## src/rtl/change_dispenser.sv

```systemverilog
// Coin payout engine: pays a requested amount as 50/20/10 coins, greedy and
// inventory-limited, one coin at a time over a valid/ack hopper handshake.
// Ports:
//   CLK, RESET                  clock, synchronous active-high reset
//   Change_given, Change_out    1-cycle payout request and its amount
//   coin_ack                    hopper accepted the offered coin
//   refill_valid, refill_code   add one coin of the given denomination
//   fault_clr                   leave FAULT and clear the fault flags
//   coin_valid, coin_code       coin offered to the hopper
//   busy, done, overrun         payout in progress / finished / request dropped
//   shortfall, hopper_fault     fault causes, held while in FAULT
//   short_amt                   unpaid remainder while in FAULT
//   inv_10, inv_20, inv_50      per-denomination inventory counters
module change_dispenser #(
    parameter int CNT_W       = 6,
    parameter int INIT_10     = 20,
    parameter int INIT_20     = 20,
    parameter int INIT_50     = 10,
    parameter int ACK_TIMEOUT = 15
) (
    input  logic             CLK,
    input  logic             RESET,
    input  logic             Change_given,
    input  logic [7:0]       Change_out,
    input  logic             coin_ack,
    input  logic             refill_valid,
    input  logic [1:0]       refill_code,
    input  logic             fault_clr,
    output logic             coin_valid,
    output logic [1:0]       coin_code,
    output logic             busy,
    output logic             done,
    output logic             overrun,
    output logic             shortfall,
    output logic             hopper_fault,
    output logic [7:0]       short_amt,
    output logic [CNT_W-1:0] inv_10,
    output logic [CNT_W-1:0] inv_20,
    output logic [CNT_W-1:0] inv_50
);

    typedef enum logic [2:0] {
        S_IDLE,
        S_SELECT,
        S_EJECT,
        S_DONE,
        S_FAULT
    } state_t;

    localparam int WAIT_W = $clog2(ACK_TIMEOUT + 1);
    localparam logic [CNT_W-1:0] CNT_MAX = '1;
    localparam logic [WAIT_W-1:0] WAIT_LAST = WAIT_W'(ACK_TIMEOUT - 1);

    localparam logic [1:0] C10 = 2'b00;
    localparam logic [1:0] C20 = 2'b01;
    localparam logic [1:0] C50 = 2'b10;

    state_t            state_q, state_d;
    logic [7:0]        rem_q, rem_d;
    logic [WAIT_W-1:0] wait_q, wait_d;
    logic [1:0]        code_q, code_d;
    logic              valid_q, valid_d;
    logic              busy_q, busy_d;
    logic              done_q, done_d;
    logic              overrun_q, overrun_d;
    logic              short_q, short_d;
    logic              hfault_q, hfault_d;
    logic [7:0]        samt_q, samt_d;
    logic [CNT_W-1:0]  inv10_q, inv10_d;
    logic [CNT_W-1:0]  inv20_q, inv20_d;
    logic [CNT_W-1:0]  inv50_q, inv50_d;

    logic       sel_found;
    logic [1:0] sel_code;
    logic       ack_take;

    function automatic logic [7:0] coin_value(input logic [1:0] c);
        case (c)
            C10:     coin_value = 8'd10;
            C20:     coin_value = 8'd20;
            C50:     coin_value = 8'd50;
            default: coin_value = 8'd0;
        endcase
    endfunction

    // Simultaneous refill and payout of one denomination cancel out.
    function automatic logic [CNT_W-1:0] inv_next(
        input logic [CNT_W-1:0] cur,
        input logic             inc,
        input logic             dec
    );
        if (inc && dec) begin
            inv_next = cur;
        end else if (inc) begin
            inv_next = (cur == CNT_MAX) ? cur : cur + 1'b1;
        end else if (dec) begin
            inv_next = cur - 1'b1;
        end else begin
            inv_next = cur;
        end
    endfunction

    // Largest coin that fits the remainder and is still in stock.
    always_comb begin
        sel_found = 1'b1;
        sel_code  = C10;
        if (rem_q >= 8'd50 && inv50_q != '0) begin
            sel_code = C50;
        end else if (rem_q >= 8'd20 && inv20_q != '0) begin
            sel_code = C20;
        end else if (rem_q >= 8'd10 && inv10_q != '0) begin
            sel_code = C10;
        end else begin
            sel_found = 1'b0;
        end
    end

    assign ack_take = (state_q == S_EJECT) && coin_ack;

    // State register
    always_ff @(posedge CLK) begin
        if (RESET) begin
            state_q   <= S_IDLE;
            rem_q     <= '0;
            wait_q    <= '0;
            code_q    <= C10;
            valid_q   <= 1'b0;
            busy_q    <= 1'b0;
            done_q    <= 1'b0;
            overrun_q <= 1'b0;
            short_q   <= 1'b0;
            hfault_q  <= 1'b0;
            samt_q    <= '0;
            inv10_q   <= CNT_W'(INIT_10);
            inv20_q   <= CNT_W'(INIT_20);
            inv50_q   <= CNT_W'(INIT_50);
        end else begin
            state_q   <= state_d;
            rem_q     <= rem_d;
            wait_q    <= wait_d;
            code_q    <= code_d;
            valid_q   <= valid_d;
            busy_q    <= busy_d;
            done_q    <= done_d;
            overrun_q <= overrun_d;
            short_q   <= short_d;
            hfault_q  <= hfault_d;
            samt_q    <= samt_d;
            inv10_q   <= inv10_d;
            inv20_q   <= inv20_d;
            inv50_q   <= inv50_d;
        end
    end

    // Next-state logic
    always_comb begin
        state_d = state_q;
        rem_d   = rem_q;
        wait_d  = wait_q;
        code_d  = code_q;
        unique case (state_q)
            S_IDLE: begin
                if (Change_given) begin
                    rem_d   = Change_out;
                    state_d = (Change_out != 8'd0) ? S_SELECT : S_DONE;
                end
            end
            S_SELECT: begin
                if (sel_found) begin
                    state_d = S_EJECT;
                    code_d  = sel_code;
                    wait_d  = '0;
                end else if (rem_q == 8'd0) begin
                    state_d = S_DONE;
                end else begin
                    state_d = S_FAULT;
                end
            end
            S_EJECT: begin
                if (coin_ack) begin
                    rem_d   = rem_q - coin_value(code_q);
                    state_d = S_SELECT;
                end else if (wait_q == WAIT_LAST) begin
                    state_d = S_FAULT;
                end else begin
                    wait_d = wait_q + 1'b1;
                end
            end
            S_DONE: begin
                state_d = S_IDLE;
            end
            S_FAULT: begin
                if (fault_clr) begin
                    state_d = S_IDLE;
                    rem_d   = '0;
                end
            end
            default: begin
                state_d = S_IDLE;
            end
        endcase
    end

    // Registered outputs are computed from the next state.
    always_comb begin
        valid_d   = (state_d == S_EJECT);
        busy_d    = (state_d != S_IDLE);
        done_d    = (state_d == S_DONE);
        overrun_d = Change_given && (state_q != S_IDLE);
        // Fault cause is latched on entry and held until FAULT is left.
        short_d   = (state_d == S_FAULT)
                  && (short_q || state_q == S_SELECT);
        hfault_d  = (state_d == S_FAULT)
                  && (hfault_q || state_q == S_EJECT);
        samt_d    = (state_d == S_FAULT) ? rem_d : 8'd0;
        inv10_d   = inv_next(inv10_q,
                             refill_valid && refill_code == C10,
                             ack_take && code_q == C10);
        inv20_d   = inv_next(inv20_q,
                             refill_valid && refill_code == C20,
                             ack_take && code_q == C20);
        inv50_d   = inv_next(inv50_q,
                             refill_valid && refill_code == C50,
                             ack_take && code_q == C50);
    end

    assign coin_valid   = valid_q;
    assign coin_code    = code_q;
    assign busy         = busy_q;
    assign done         = done_q;
    assign overrun      = overrun_q;
    assign shortfall    = short_q;
    assign hopper_fault = hfault_q;
    assign short_amt    = samt_q;
    assign inv_10       = inv10_q;
    assign inv_20       = inv20_q;
    assign inv_50       = inv50_q;

endmodule

```

## config.mk

```make
export PLATFORM = sky130hd
export DESIGN_NAME = change_dispenser
export DESIGN_NICKNAME = d
export VERILOG_FILES = /design/src/rtl/change_dispenser.sv
export SDC_FILE = /design/constraint.sdc
export NUM_CORES = 1
export LEC_CHECK = 0
export BUFFER_PORTS_ARGS = -buffer_cell sky130_fd_sc_hd__buf_2
export CAP_MARGIN = 15
export CORE_MARGIN = 3
export CORE_UTILIZATION = 60
export DETAILED_ROUTE_END_ITERATION = 10
export PLACE_DENSITY = 0.84
export SLEW_MARGIN = 15
export SYNTH_ARGS = -nofsm -noshare
export SYNTH_HDL_FRONTEND = slang
export SYNTH_SLANG_ARGS = --single-unit
```

## constraint.sdc

```tcl
create_clock -name CLK -period 7 [get_ports CLK]
set_input_delay 2.1 -clock CLK [delete_from_list [all_inputs] [get_ports CLK]]
set_output_delay 2.1 -clock CLK [all_outputs]
set_load 0.01 [all_outputs]
```

Word level (Yosys, flattened, before mapping)
Cells that the tools add are included.

Bitwise gates (word level): 4. Add/subtract/negate cells: 8. Equal/unequal tests: 20. Reduce and logical (&&, ||, !) cells: 38. Multiplexer cells: 33. Order comparisons: 3.

Operators by type and width (number): 6-bit two-way mux (9); 8-bit two-way mux (5); 8-bit case mux with 3 select lines (1); 6-bit by 1-bit adder with 6-bit output, second input constant (3); 6-bit == test, second input constant (3); 3-bit two-way mux (6); 6-bit case mux with 3 select lines (1); 6-bit nonzero test (3); 6-bit by 1-bit subtractor with 6-bit output, second input constant (3); 1-bit logical AND (16); 4-bit two-way mux (3); 2-bit != test, second input constant (6); 3-bit case mux with 4 select lines (1); 3-bit by 2-bit == test with 1-bit output, second input constant (3); 3-bit AND reduction (3); 8-bit by 4-bit greater-or-equal comparator with 1-bit output, second input constant (1); 8-bit by 5-bit greater-or-equal comparator with 1-bit output, second input constant (1); 8-bit by 6-bit greater-or-equal comparator with 1-bit output, second input constant (1); 8-bit zero test (1); 4-bit case mux with 2 select lines (1); 2-bit nonzero test (4); 8-bit nonzero test (1); 8-bit subtractor (1); 3-bit == test, second input constant (2); 15 further kinds (27).

Flip-flop bits (word level): 49. Output and inout bits: 34. Word-level logic and storage cells: 120.

Depth between registers and ports, before layout
Depth in word-level cells: 10. Gate-level depth with buffers: 9. Mapped depth without buffers: 9.

Least setup slack after synthesis
No wires, ideal clock.

Path kind: input -> register. Start: input port refill_code[1]. End: register inv10_q[5], in the netlist inv_10[5]. Slack: 2.926 ns. Buffers on the path: 0. Stages on the path: 8. Data required time: 6.879 ns. Setup time: 0.121 ns. Arrival time: 3.953 ns. Cells stage by stage: nor3b_1 > inv_1 > ha_1 > a211oi_1 > o21bai_1 > a21oi_1 > mux2i_1 > mux2_2.

Word-level cells in the longest chain between the ends: 5. Elaborated cells between the ends (all ways): 8.

RTL lines: start: declaration (line 27) `input logic [1:0] refill_code,`; 2-bit zero test * (line 217) `refill_valid && refill_code == C10,`; 1-bit logical AND * (line 217); branches (longest 3 deep; another with 3-bit AND reduction); end signal: assignment (line 134) `inv10_q <= CNT_W'(INIT_10);`; end signal: assignment (line 149) `inv10_q <= inv10_d;`; end: declaration (line 69) `logic [CNT_W-1:0] inv10_q, inv10_d;`.

Mark *: on every way between the ends. A chain may end at the register's enable or synchronous reset.

Worst setup path in the final report
Ends and elaborated chain as after synthesis.

==> metrics.log <==
[metrics] buffers plus inverters on the worst setup path: 2
[metrics] number of clock buffers inserted by TritonCTS: 5
[metrics] Overflow after GRT: 0
[metrics] register bit total from synthesis: 49
[metrics] Worst Max-Slew Pin Slew: 1.03 ns
[metrics] Filler cells: 354
[metrics] Die X-Extent: 76.0 um
[metrics] cells along the critical path: buf_2 -> nor3b_1 -> inv_1 -> ha_1 -> a211oi_1 -> o21bai_1 -> a21oi_1 -> mux2i_1 -> mux2_2
[metrics] wire length of the first global-routing pass: 11.3 mm
[metrics] number of cells on the worst hold path: 2
[metrics] root buffer selected by CTS: clkbuf_8
[metrics] placer congestion estimate: 0.856
[metrics] Die Height: 76.0 um
[metrics] most repeated cell in the gate-level netlist after synthesis: nor2_1
[metrics] distinct cell type count of the synthesized netlist: 57
[metrics] number of max-cap violations: 0
[metrics] CP Data Arrival Time: 4.37 ns
[metrics] clock slew at the register clock pins of the worst setup and hold paths: 0.09 ns
[metrics] # IOs: 50
[metrics] first element of the critical path: refill_code[1]
[metrics] achievable clock frequency: 240 MHz
[metrics] biggest area contributors in the synthesized netlist: dfxtp_1 (33%), ha_1 (9.4%), nor2_1 (6.5%), mux2i_1 (5.1%), a21oi_1 (3.7%)
[metrics] Total Die Area: 5780 um^2
[metrics] element type at the critical path end: register
[metrics] Num Clock Sinks: 49
[metrics] power per standard cell area: 242 nW/um^2
[metrics] via count of the first global-routing pass: 2,457
[metrics] Fin Setup TNS: 0 ns
[metrics] cell family with most CP delay: compound AO/OA/AOI/OAI gates
[metrics] TritonCTS clock tree: yes
[metrics] terminus of the critical flop-to-flop path: hopper_fault
[metrics] RSZ-0062 raised after global routing: false
[metrics] share of the clock period used by the worst path: 59.5%
[metrics] number of cells in the finished layout apart from fillers: 441
[metrics] number of antenna violations at the first check in global routing: 0
[metrics] Longest Clk Path Bufs: 2
[metrics] WL final: 6.63 mm
[metrics] Via Count: 2,568
[metrics] clock skew: 0.0102 ns
[metrics] largest driver fanout on the critical path: 5
[metrics] EDFF count, synth: 0
[metrics] worst slew margin relative to its limit: 31.2%
[metrics] GR Util All Layers: 23.4%
[metrics] Synth Area per Inst: 9.00 um^2
[metrics] area fraction of the dominant cell type after synthesis: 33.3%
[metrics] number of levels in the clock H-tree: 2
[metrics] final count of hold timing violations: 0
[metrics] setup slack of the worst register-to-register path: 4.66 ns
[metrics] kind of launch point of the worst setup path: input port
[metrics] count of port buffers added during placement: 49
[metrics] result of the run: completed
[metrics] Hold WC Path Type: register to register
[metrics] quantity of gates resized following cts: 0
[metrics] standard cell with the maximum stage delay on the critical path: nor3b_1
[metrics] post-CTS setup buffers: 0
[metrics] # rows: 24
[metrics] maximum number of pins on one net before global-route repair: 33
[metrics] Req. time, crit path: 7.21 ns
[metrics] clock latency on the worst-skew pair: 0.31 ns
[metrics] fraction of final layout cells sized beyond drive strength 1: 19.4%
[metrics] Final #Nets: 417
[metrics] Post-DP Area: 3210 um^2
[metrics] share of the yosys chip area belonging to registers: 33.3%
[metrics] synthesized instance count: 327
[metrics] placeable core region: 4530 um^2
[metrics] destination of the worst hold path: hopper_fault
[metrics] top cell type by total area after synthesis: dfxtp_1
[metrics] antenna diode count: 0
[metrics] count of cells along the worst register-to-register path: 5
[metrics] setup violators final: 0
[metrics] Crit Path Category: input port to register
[metrics] starting density of the core: 64.9%
[metrics] Max stage delay on crit path: 0.47 ns
[metrics] Area Growth Syn to Fin: 13.8%
[metrics] start point of the worst min-delay path: hopper_fault
[metrics] synthesis warning total: 0
[metrics] min cycle time layout: 4.16 ns
[metrics] post-detailed-route count of antenna-violating nets: 0
[metrics] post-synthesis net count: 369
[metrics] max-slew violation count: 0
[metrics] FFs w/ async S/R, synth: 0%
[metrics] # hold bufs at CTS: 0
[metrics] number of iterations in the first detailed-routing pass: 5
[metrics] leading post-synthesis cells by instance count: nor2_1 (51), dfxtp_1 (49), a21oi_1 (22), ha_1 (22), nand2_1 (20)
[metrics] launch instance of the worst register-to-register path: rem_q[2]
[metrics] primary flip-flop cell chosen by synthesis mapping: dfxtp_1
[metrics] drt via density: 5.82
[metrics] mapped cell area: 2940 um^2
[metrics] Design Area, Final: 3350 um^2
[metrics] count of placed standard cells including taps: 433
[metrics] number of design-rule violations left by the first detailed-router iteration: 111
[metrics] Leakage: 1.45 nW
[metrics] Residual DRC: 0
[metrics] half-perimeter wire length of the detailed placement result: 4.93 mm
[metrics] routed wirelength normalized by instance count: 15.0 um
[metrics] IR Drop Worst-Case VDD: 198 uV
-- power by group --
part	internal (mW)	switching (mW)	total, mW
Clock	0.142	0.0974	0.239
Combinational	0.104	0.134	0.238
Sequential	0.301	0.0324	0.334
-- routing by layer --
layer | GRT usage (%) | up-vias | part of all wire, %
li1 | - | 1270 | -
met1 | 30.2 | 1240 | 45
met2 | 41.3 | 51 | 50
met3 | 4.14 | 7 | 3.9
met4 | 4.89 | 0 | 0.83
met5 | 0 | - | 0
-- logic make-up (layout without fill, tap and decap cells) --
kind of cell | count (synthesis) | count (layout) | synth area share, %
DFF | 49 | 49 | 33.3
adders and majority gates | 26 | 26 | 12.1
and+or+nand+nor | 115 | 115 | 20.5
xor gates and xnor gates | 16 | 16 | 4.76
muxes | 21 | 21 | 7.95
buffers and inverters | 22 | 71 | 3.66
AOI/OAI and AO/OA | 78 | 78 | 17.7
-- sequential cells by signal, summed over array words and instances (netlist names), 2 cells and up --
register / count
rem_q: 8
inv_20: 6
short_amt: 8
coin_code: 2
state_q: 3
inv_10: 6
inv_50: 6
wait_q: 4
-- cell type report --
type	instances	area, um^2	share of cell area [%]
inverter	14	52.6	1.57
timing repair buffer	49	245	7.33
clock inverter	3	65.1	1.94
clock buffer	5	68.8	2.06
sequential	49	981	29.3
multi-input combinational	256	1850	55.4
tap	65	81.3	2.43
-- cell usage in the layout (no fill, tap or decap), types with 5 or more instances in the layout --
master     n
nor2_1    51
dfxtp_1   49
buf_2     49
a21oi_1   22
ha_1      22
nand2_1   20
o21ai_0   16
mux2i_1   15
inv_1     13
xnor2_1   11
a21o_1     8
nor4_1     7
a211oi_1   6
xor2_1     5
clkbuf_8   5
-- stage by stage --
step	hold slack [ns]	power [mW]	worst slack [ns]	utilization, %
finish	0.479	0.811	2.84	73.8
global route	0.508	0.856	2.64	73.8
CTS	0.481	0.814	2.87	73.8
detailed placement	0.460	0.573	2.55	70.9
global placement	0.447	0.566	2.71	70.9
floorplan	0.471	0.516	2.93	-
-- worst max path at each step --
stage | depth (start not counted) | to
final | 9 | inv_10[5]
after CTS | 9 | inv_10[5]
after global placement | 9 | inv_10[5]
after global routing | 9 | inv_10[5]
after floorplan | 8 | inv_10[5]
after detailed placement | 9 | inv_10[5]
-- worst min-delay path, delay by kind of cell (launching register included) --
| kind | cells | cell delay, ns |
|---|---|---|
| flops | 1 | 0.33 |
| simple gates | 2 | 0.11 |
Note: power is estimated with default switching activity, not from simulation.
